### config.mk
export PLATFORM = sky130hd
export DESIGN_NAME = posit_sign_inject_pipe
export DESIGN_NICKNAME = d
export VERILOG_FILES = /design/src/rtl/posit_sign_inject_pipe.sv
export SDC_FILE = /design/constraint.sdc
export NUM_CORES = 1
export LEC_CHECK = 0
export BUFFER_PORTS_ARGS = -buffer_cell sky130_fd_sc_hd__buf_2
export CAP_MARGIN = 20
export CORE_MARGIN = 2
export CORE_UTILIZATION = 42
export DETAILED_ROUTE_END_ITERATION = 10
export PLACE_DENSITY = 0.76
export REMOVE_ABC_BUFFERS = 1
export SYNTH_ARGS = -nofsm -noshare
export SYNTH_HDL_FRONTEND = slang
export SYNTH_SLANG_ARGS = --single-unit
### constraint.sdc
create_clock -name clk_i -period 2.45 [get_ports clk_i]
set_input_delay 0.245 -clock clk_i [delete_from_list [all_inputs] [get_ports clk_i]]
set_output_delay 0.245 -clock clk_i [all_outputs]
set_load 0.03 [all_outputs]
### src/rtl/posit_sign_inject_pipe.sv
// Pipelined posit sign injection: SGNJ / SGNJN / SGNJX / MV with ready/valid.
// Optional flags_o (NaR, negated) when POSIT_SGNJ_FLAGS_EN is defined.
module posit_sign_inject_pipe #(
    parameter int WIDTH     = 32,
    parameter int STAGES    = 1,
    parameter int TAG_WIDTH = 4
) (
    input  logic                 clk_i,
    input  logic                 rst_i,
    input  logic                 flush_i,
    input  logic                 in_valid_i,
    output logic                 in_ready_o,
    input  logic [WIDTH-1:0]     posit_a_i,
    input  logic [WIDTH-1:0]     posit_b_i,
    input  logic [1:0]           op_i,
    input  logic [TAG_WIDTH-1:0] tag_i,
    output logic                 out_valid_o,
    input  logic                 out_ready_i,
    output logic [WIDTH-1:0]     posit_o,
`ifdef POSIT_SGNJ_FLAGS_EN
    output logic [1:0]           flags_o,
`endif
    output logic [TAG_WIDTH-1:0] tag_o
);

    logic             w_sa;
    logic             w_sb;
    logic             w_t;
    logic             w_zero;
    logic             w_nar;
    logic             w_neg;
    logic [WIDTH-1:0] w_res;

    assign w_sa   = posit_a_i[WIDTH-1];
    assign w_sb   = posit_b_i[WIDTH-1];
    assign w_zero = ~|posit_a_i;
    assign w_nar  = posit_a_i[WIDTH-1] & ~|posit_a_i[WIDTH-2:0];

    always_comb begin
        w_t = w_sa;
        unique case (op_i)
            2'b00: w_t = w_sb;
            2'b01: w_t = ~w_sb;
            2'b10: w_t = w_sa ^ w_sb;
            2'b11: w_t = w_sa;
        endcase
    end

    // Zero and NaR are their own negation, so they pass through untouched.
    assign w_neg = ~w_zero & ~w_nar & (w_sa ^ w_t);
    assign w_res = w_neg ? (~posit_a_i + {{(WIDTH-1){1'b0}}, 1'b1})
                         : posit_a_i;

    logic [STAGES-1:0]    r_vld;
    logic [WIDTH-1:0]     r_dat [STAGES];
    logic [TAG_WIDTH-1:0] r_tag [STAGES];
    logic [STAGES-1:0]    w_adv;
    logic [STAGES-1:0]    w_src_vld;
    logic [WIDTH-1:0]     w_src_dat [STAGES];
    logic [TAG_WIDTH-1:0] w_src_tag [STAGES];
`ifdef POSIT_SGNJ_FLAGS_EN
    logic [1:0]           r_flg [STAGES];
    logic [1:0]           w_src_flg [STAGES];
`endif

    // Stage k may move when the output drains or any later stage has a hole.
    for (genvar k = 0; k < STAGES; k++) begin : g_adv
        assign w_adv[k] = out_ready_i | ~(&r_vld[STAGES-1:k]);
    end

    always_comb begin
        w_src_vld[0] = in_valid_i;
        w_src_dat[0] = w_res;
        w_src_tag[0] = tag_i;
`ifdef POSIT_SGNJ_FLAGS_EN
        w_src_flg[0] = {w_neg, w_nar};
`endif
        for (int k = 1; k < STAGES; k++) begin
            w_src_vld[k] = r_vld[k-1];
            w_src_dat[k] = r_dat[k-1];
            w_src_tag[k] = r_tag[k-1];
`ifdef POSIT_SGNJ_FLAGS_EN
            w_src_flg[k] = r_flg[k-1];
`endif
        end
    end

    always_ff @(posedge clk_i) begin
        if (rst_i) begin
            for (int k = 0; k < STAGES; k++) begin
                r_vld[k] <= 1'b0;
                r_dat[k] <= '0;
                r_tag[k] <= '0;
`ifdef POSIT_SGNJ_FLAGS_EN
                r_flg[k] <= '0;
`endif
            end
        end else begin
            for (int k = 0; k < STAGES; k++) begin
                if (flush_i) begin
                    r_vld[k] <= 1'b0;
                end else if (w_adv[k]) begin
                    r_vld[k] <= w_src_vld[k];
                end
                if (w_adv[k] && w_src_vld[k] && !flush_i) begin
                    r_dat[k] <= w_src_dat[k];
                    r_tag[k] <= w_src_tag[k];
`ifdef POSIT_SGNJ_FLAGS_EN
                    r_flg[k] <= w_src_flg[k];
`endif
                end
            end
        end
    end

    assign in_ready_o  = w_adv[0] & ~rst_i & ~flush_i;
    assign out_valid_o = r_vld[STAGES-1];
    assign posit_o     = r_dat[STAGES-1];
    assign tag_o       = r_tag[STAGES-1];
`ifdef POSIT_SGNJ_FLAGS_EN
    assign flags_o     = r_flg[STAGES-1];
`endif

endmodule

; ---- Word level (Yosys, flattened, before mapping)
; Memory sizes are Yosys's and may differ from the RTL's.
; Index checks and enable logic that the tools add are counted.
[totals]
output_inout_bits = 38
regBits = 1
n_memories = 2
wordCells = 42
inputBits = 75
mem_bits_rw = 36
[mem_list]
columns = name, depth, word_bits, rd, rd_ports_with_merged_regs, wr, line_no
row1 = r_dat, 1, 32, 1, 0, 1, 55  ; logic [WIDTH-1:0] r_dat [STAGES];
row2 = r_tag, 1, 4, 1, 0, 1, 56  ; logic [TAG_WIDTH-1:0] r_tag [STAGES];
[op_classes]
muxes = 11
add_sub_neg = 1
reduce_logical = 10
n_eq_ne = 3
bitwise = 14
[op_table]
columns = operator, n
row1 = 32-bit 2-to-1 mux, 2
row2 = 32-bit OR reduction, 2
row3 = 32-bit by 1-bit adder with 32-bit output (second input constant), 1
row4 = 32-bit NOT, 1
row5 = 31-bit OR reduction, 1
row6 = 1-bit 2-to-1 mux, 7
row7 = 1-bit AND, 5
row8 = 1-bit NOT, 5
row9 = 2-bit equality test (second input constant), 2
row10 = 4-bit 2-to-1 mux, 1
row11 = 1-bit case mux with 4 select lines, 1
row12 = 4-bit OR reduction, 1
row13 = 2-bit by 1-bit equality test with 1-bit output (second input constant), 1
row14 = 1-bit logical AND, 2
row15 = 1-bit logical NOT, 2
row16 = 2-bit logical NOT, 1
row17 = 2-bit OR reduction, 1
row18 = 1-bit XOR, 2
row19 = 1-bit OR, 1

; ---- Longest topological paths before layout
[logic_depth]
ltp_word = 9
mapped_depth = 10
depth_no_buf = 7

; ---- Least setup slack after synthesis
; No wires, ideal clock.
[synth_timing]
path_type = reg2reg
from = reg r_vld (netlist: out_valid_o)
to = mem r_dat[0][0], enable pin
path_stages_with_launch = 4
arrival_ns = 2.302
path_slack_ns = -0.289
setup_time_ns = 0.437
path_cell_list = dfxtp_1 -> nand2b_1 -> nand2_1 -> o21bai_1
[synth_via]
elab_chain_cells = 9
[synth_lines]
columns = element, line_no
row1 = from (decl), 54  ; logic [STAGES-1:0] r_vld;
row2 = "from (signal, indexed assignment)", 103  ; r_vld[k] <= w_src_vld[k];
row3 = 1-bit NOT *, 68  ; assign w_adv[k] = out_ready_i | ~(&r_vld[STAGES-1:k]);
row4 = 1-bit OR *, 68
row5 = 1-bit logical AND * (2 in a row), 105  ; if (w_adv[k] && w_src_vld[k] && !flush_i) begin
row6 = 1-bit 2-to-1 mux *, 105
row7 = 1-bit 2-to-1 mux *, 89  ; if (rst_i) begin
row8 = 1-bit 2-to-1 mux (not written as such) *, 106  ; r_dat[k] <= w_src_dat[k];
row9 = 32-bit OR reduction (no source line), -
row10 = 1-bit 2-to-1 mux (no source line) *, -
row11 = to (decl), 55
; Mark *: on every way between the ends. The rest lies on a longest branch, timed or not.

; ---- Worst setup path in the final report
[layout_timing]
from = in posit_a_i[0]
to = mem r_dat[0][14], data pin
[layout_via]
elab_chain_cells = 8
elab_cells_between_ends = 11
[layout_lines]
columns = element, line_no
row1 = from (decl), 13  ; input logic [WIDTH-1:0] posit_a_i,
row2 = "parallel branches: the longest is 6 deep, another holds 32-bit by 1-bit adder with 32-bit output", -
row3 = 32-bit 2-to-1 mux *, 51  ; assign w_res = w_neg ? (~posit_a_i + {{(WIDTH-1){1'b0}}, 1'b1})
row4 = 32-bit 2-to-1 mux (no source line) *, -
; Every way passes the cells marked *.

==> reports/qor.yml <==
setup_viol: 0
clk_pin_slew_ps: 80
ioPinCount: 113
postSynthCellCount: 236
rows: 27
finalWorstSetupSlack_ps: 277
die_area_sq_um: 6120
dr.pass1.iters: 4
clk_latency_ps: 290
drive_gt1_share_pct: 35.3
seq_area_frac_synth_pct: 47.5
ctsHoldBuffers: 0
post_cts_resized: 0
synthTopCellsByArea: "edfxtp_1, or4_1, a21oi_1"
synth_compound_area_share_pct: 14.1
critPathCaptureType: "register"
ys_ff_latch: 37
drv_slew: 0
power.density_nw_per_um2: 570
drc: 0
die_x_um: 78.3
yosysTopAreaCell: "edfxtp_1"
synth_edf_count: 36
grt_pass1_vias: 2043
cp_max_fo: 6
yosys.area.top_type_share_pct: 46.7
final_common_cell: "buf_2"
drt_wl_total_um: 5650
synth_mux_area_share_pct: 2.59
layout_common_cells: "buf_2, edfxtp_1, a21oi_1"
htree_levels: 2
routed-via-count: 2238
cts_tree: "done"
reg2regPathDepth: 5
grt_max_degree: 37
crit_required_ps: 2490
worst_pin_slew_ps: 908
cts_setup_buffers: 0
status: "finished, final reports clean"
vdd_drop_max_v: 0.000334
rsz0062_at_grt: "no"
crit_type: "input port to register"
drtIter0Drc: 150
ys.flop_type: "edfxtp_1"
critPathLaunch: "posit_a_i[0]"
syn_area_sq_um: 2320
area_growth_pct: 29.6
relSlewSlack_pct: 39.2
antenna_found_initial: 0
layout.nets: 401
reg2reg_from: "out_valid_o"
finalCritPeriodShare_pct: 88.7
synth_area_per_cell_sq_um: 9.81
synth-simple-area-share_pct: 30.3
critical_path_arrival_ps: 2210
fmax_mhz: 460
dp_hpwl_um: 4090
clockBufferDepth: 2
leakagePower_uw: 0.00122
overflow: 0
die_h_um: 78.3
drv_cap: 0
synth_warnings: 0
hold_viol_final: 0
finalClockSkew_ps: 3.98
hold_class: "input port to register"
min_period_ps: 2170
cts.sinks: 37
rr_endpoint: "r_dat[0][31]"
synth_fa_ha_area_share_pct: 0.540
synth_top_family_by_area: "simple AND/OR/NAND/NOR gates"
gp_congestion: 0.865
synthArstFlopShare_pct: 0
gr-usage-all-layers_pct: 19.1
crit_path_start_kind: "input port"
viasPerCell: 5.62
post-place-ws_ps: -43.4
ant_nets: 0
yosys.cell_types.count: 44
yosys.area_share.xor_xnor_pct: 1.13
worstSetupEndpoint: "r_dat[0][14]"
root_buffer: "clkbuf_8"
grt_first_pass_wirelength_um: 9250
r2r_slack_ps: 660
drt-wirelength-per-cell_um: 14.2
core_sq_um: 5410
start_util_pct: 42.8
antenna_cells: 0
tns_ps: 0
portBuffers: 81
cts_buffers: 5
-- report_power, final --
group,leakage [uW],internal [uW],total [uW],switching [uW]
sequential,0.000397,737,746,9.02
clock,0.0000681,404,629,225
combinational,0.000751,119,337,218
total,0.00122,1260,1710,452
-- cell type report --
type                    count  area, sq um
clock buffers               5         68.8
clock inverters             3         65.1
fillers                   510         2400
inverters                   4         15.0
multi-input cells         181         1140
flip-flops and latches     37         1100
well taps                  72         90.1
repair buffers             96          518
-- sequential cells by signal (all words and copies together), names as in the netlist --
name         flops
r_dat           32
out_valid_o      1
r_tag            4
-- how the worst min path moves through the flow --
stage | cells after the start | endpoint | startpoint
2_1_floorplan | 1 | out_valid_o | in_valid_i
3_3_place_gp | 2 | out_valid_o | in_valid_i
3_5_place_dp | 2 | out_valid_o | in_valid_i
4_1_cts | 2 | out_valid_o | in_valid_i
5_1_grt | 2 | out_valid_o | in_valid_i
6_report | 2 | out_valid_o | in_valid_i
-- stage by stage --
step	area (sq um)	std cells	power (uW)	hold WS [ps]	util, %
after floorplan	2240	222	964	369	-
after global placement	2870	390	1090	488	53.0
after global routing	3000	398	1780	206	55.5
after CTS	3000	398	1720	189	55.5
after detailed placement	2870	390	1100	499	53.0
final	3000	398	1710	196	55.5
-- per-layer routing --
layer,vias up,GRT usage (%),wire length [um]
met4,0,6.84,110
met3,12,3.79,370
met2,83,32.0,2680
met1,1034,24.5,2500
li1,1109,-,-
met5,-,0,0
-- cells in the mapped netlist, types with 2 or more instances --
cell type,n
nand3_1,2
or4_1,16
nand2_1,12
clkbuf_1,9
inv_1,4
o21ai_0,8
nor4_2,2
o21ai_1,2
nor4_1,10
xnor2_1,3
nand2b_1,3
nor2_1,17
mux2i_1,6
or3_1,17
o31ai_1,11
edfxtp_1,36
nand4_1,2
nor3_1,16
or2_2,4
a22oi_1,2
buf_2,2
o211ai_1,2
a21oi_1,23
nor2b_1,2
and2_1,5
nand3b_1,2
-- cell families (layout without fill, tap and decap cells) --
| group | Yosys count | count (layout) |
|---|---|---|
| and+or+nand+nor | 117 | 117 |
| AOI/OAI and AO/OA | 54 | 54 |
| DFF | 37 | 37 |
| buffers and inverters | 18 | 108 |
| muxes | 6 | 6 |
| xor gates and xnor gates | 3 | 3 |
| adders and majority gates | 1 | 1 |
-- critical path, cell delays in order --
cell,delay [ps]
buf_2,110
inv_1,80
ha_1,160
or4b_1,470
buf_4,180
nor4_1,300
buf_4,190
nor4b_1,260
or3_1,150
a21oi_1,60
(Power assumes the default switching activity.)
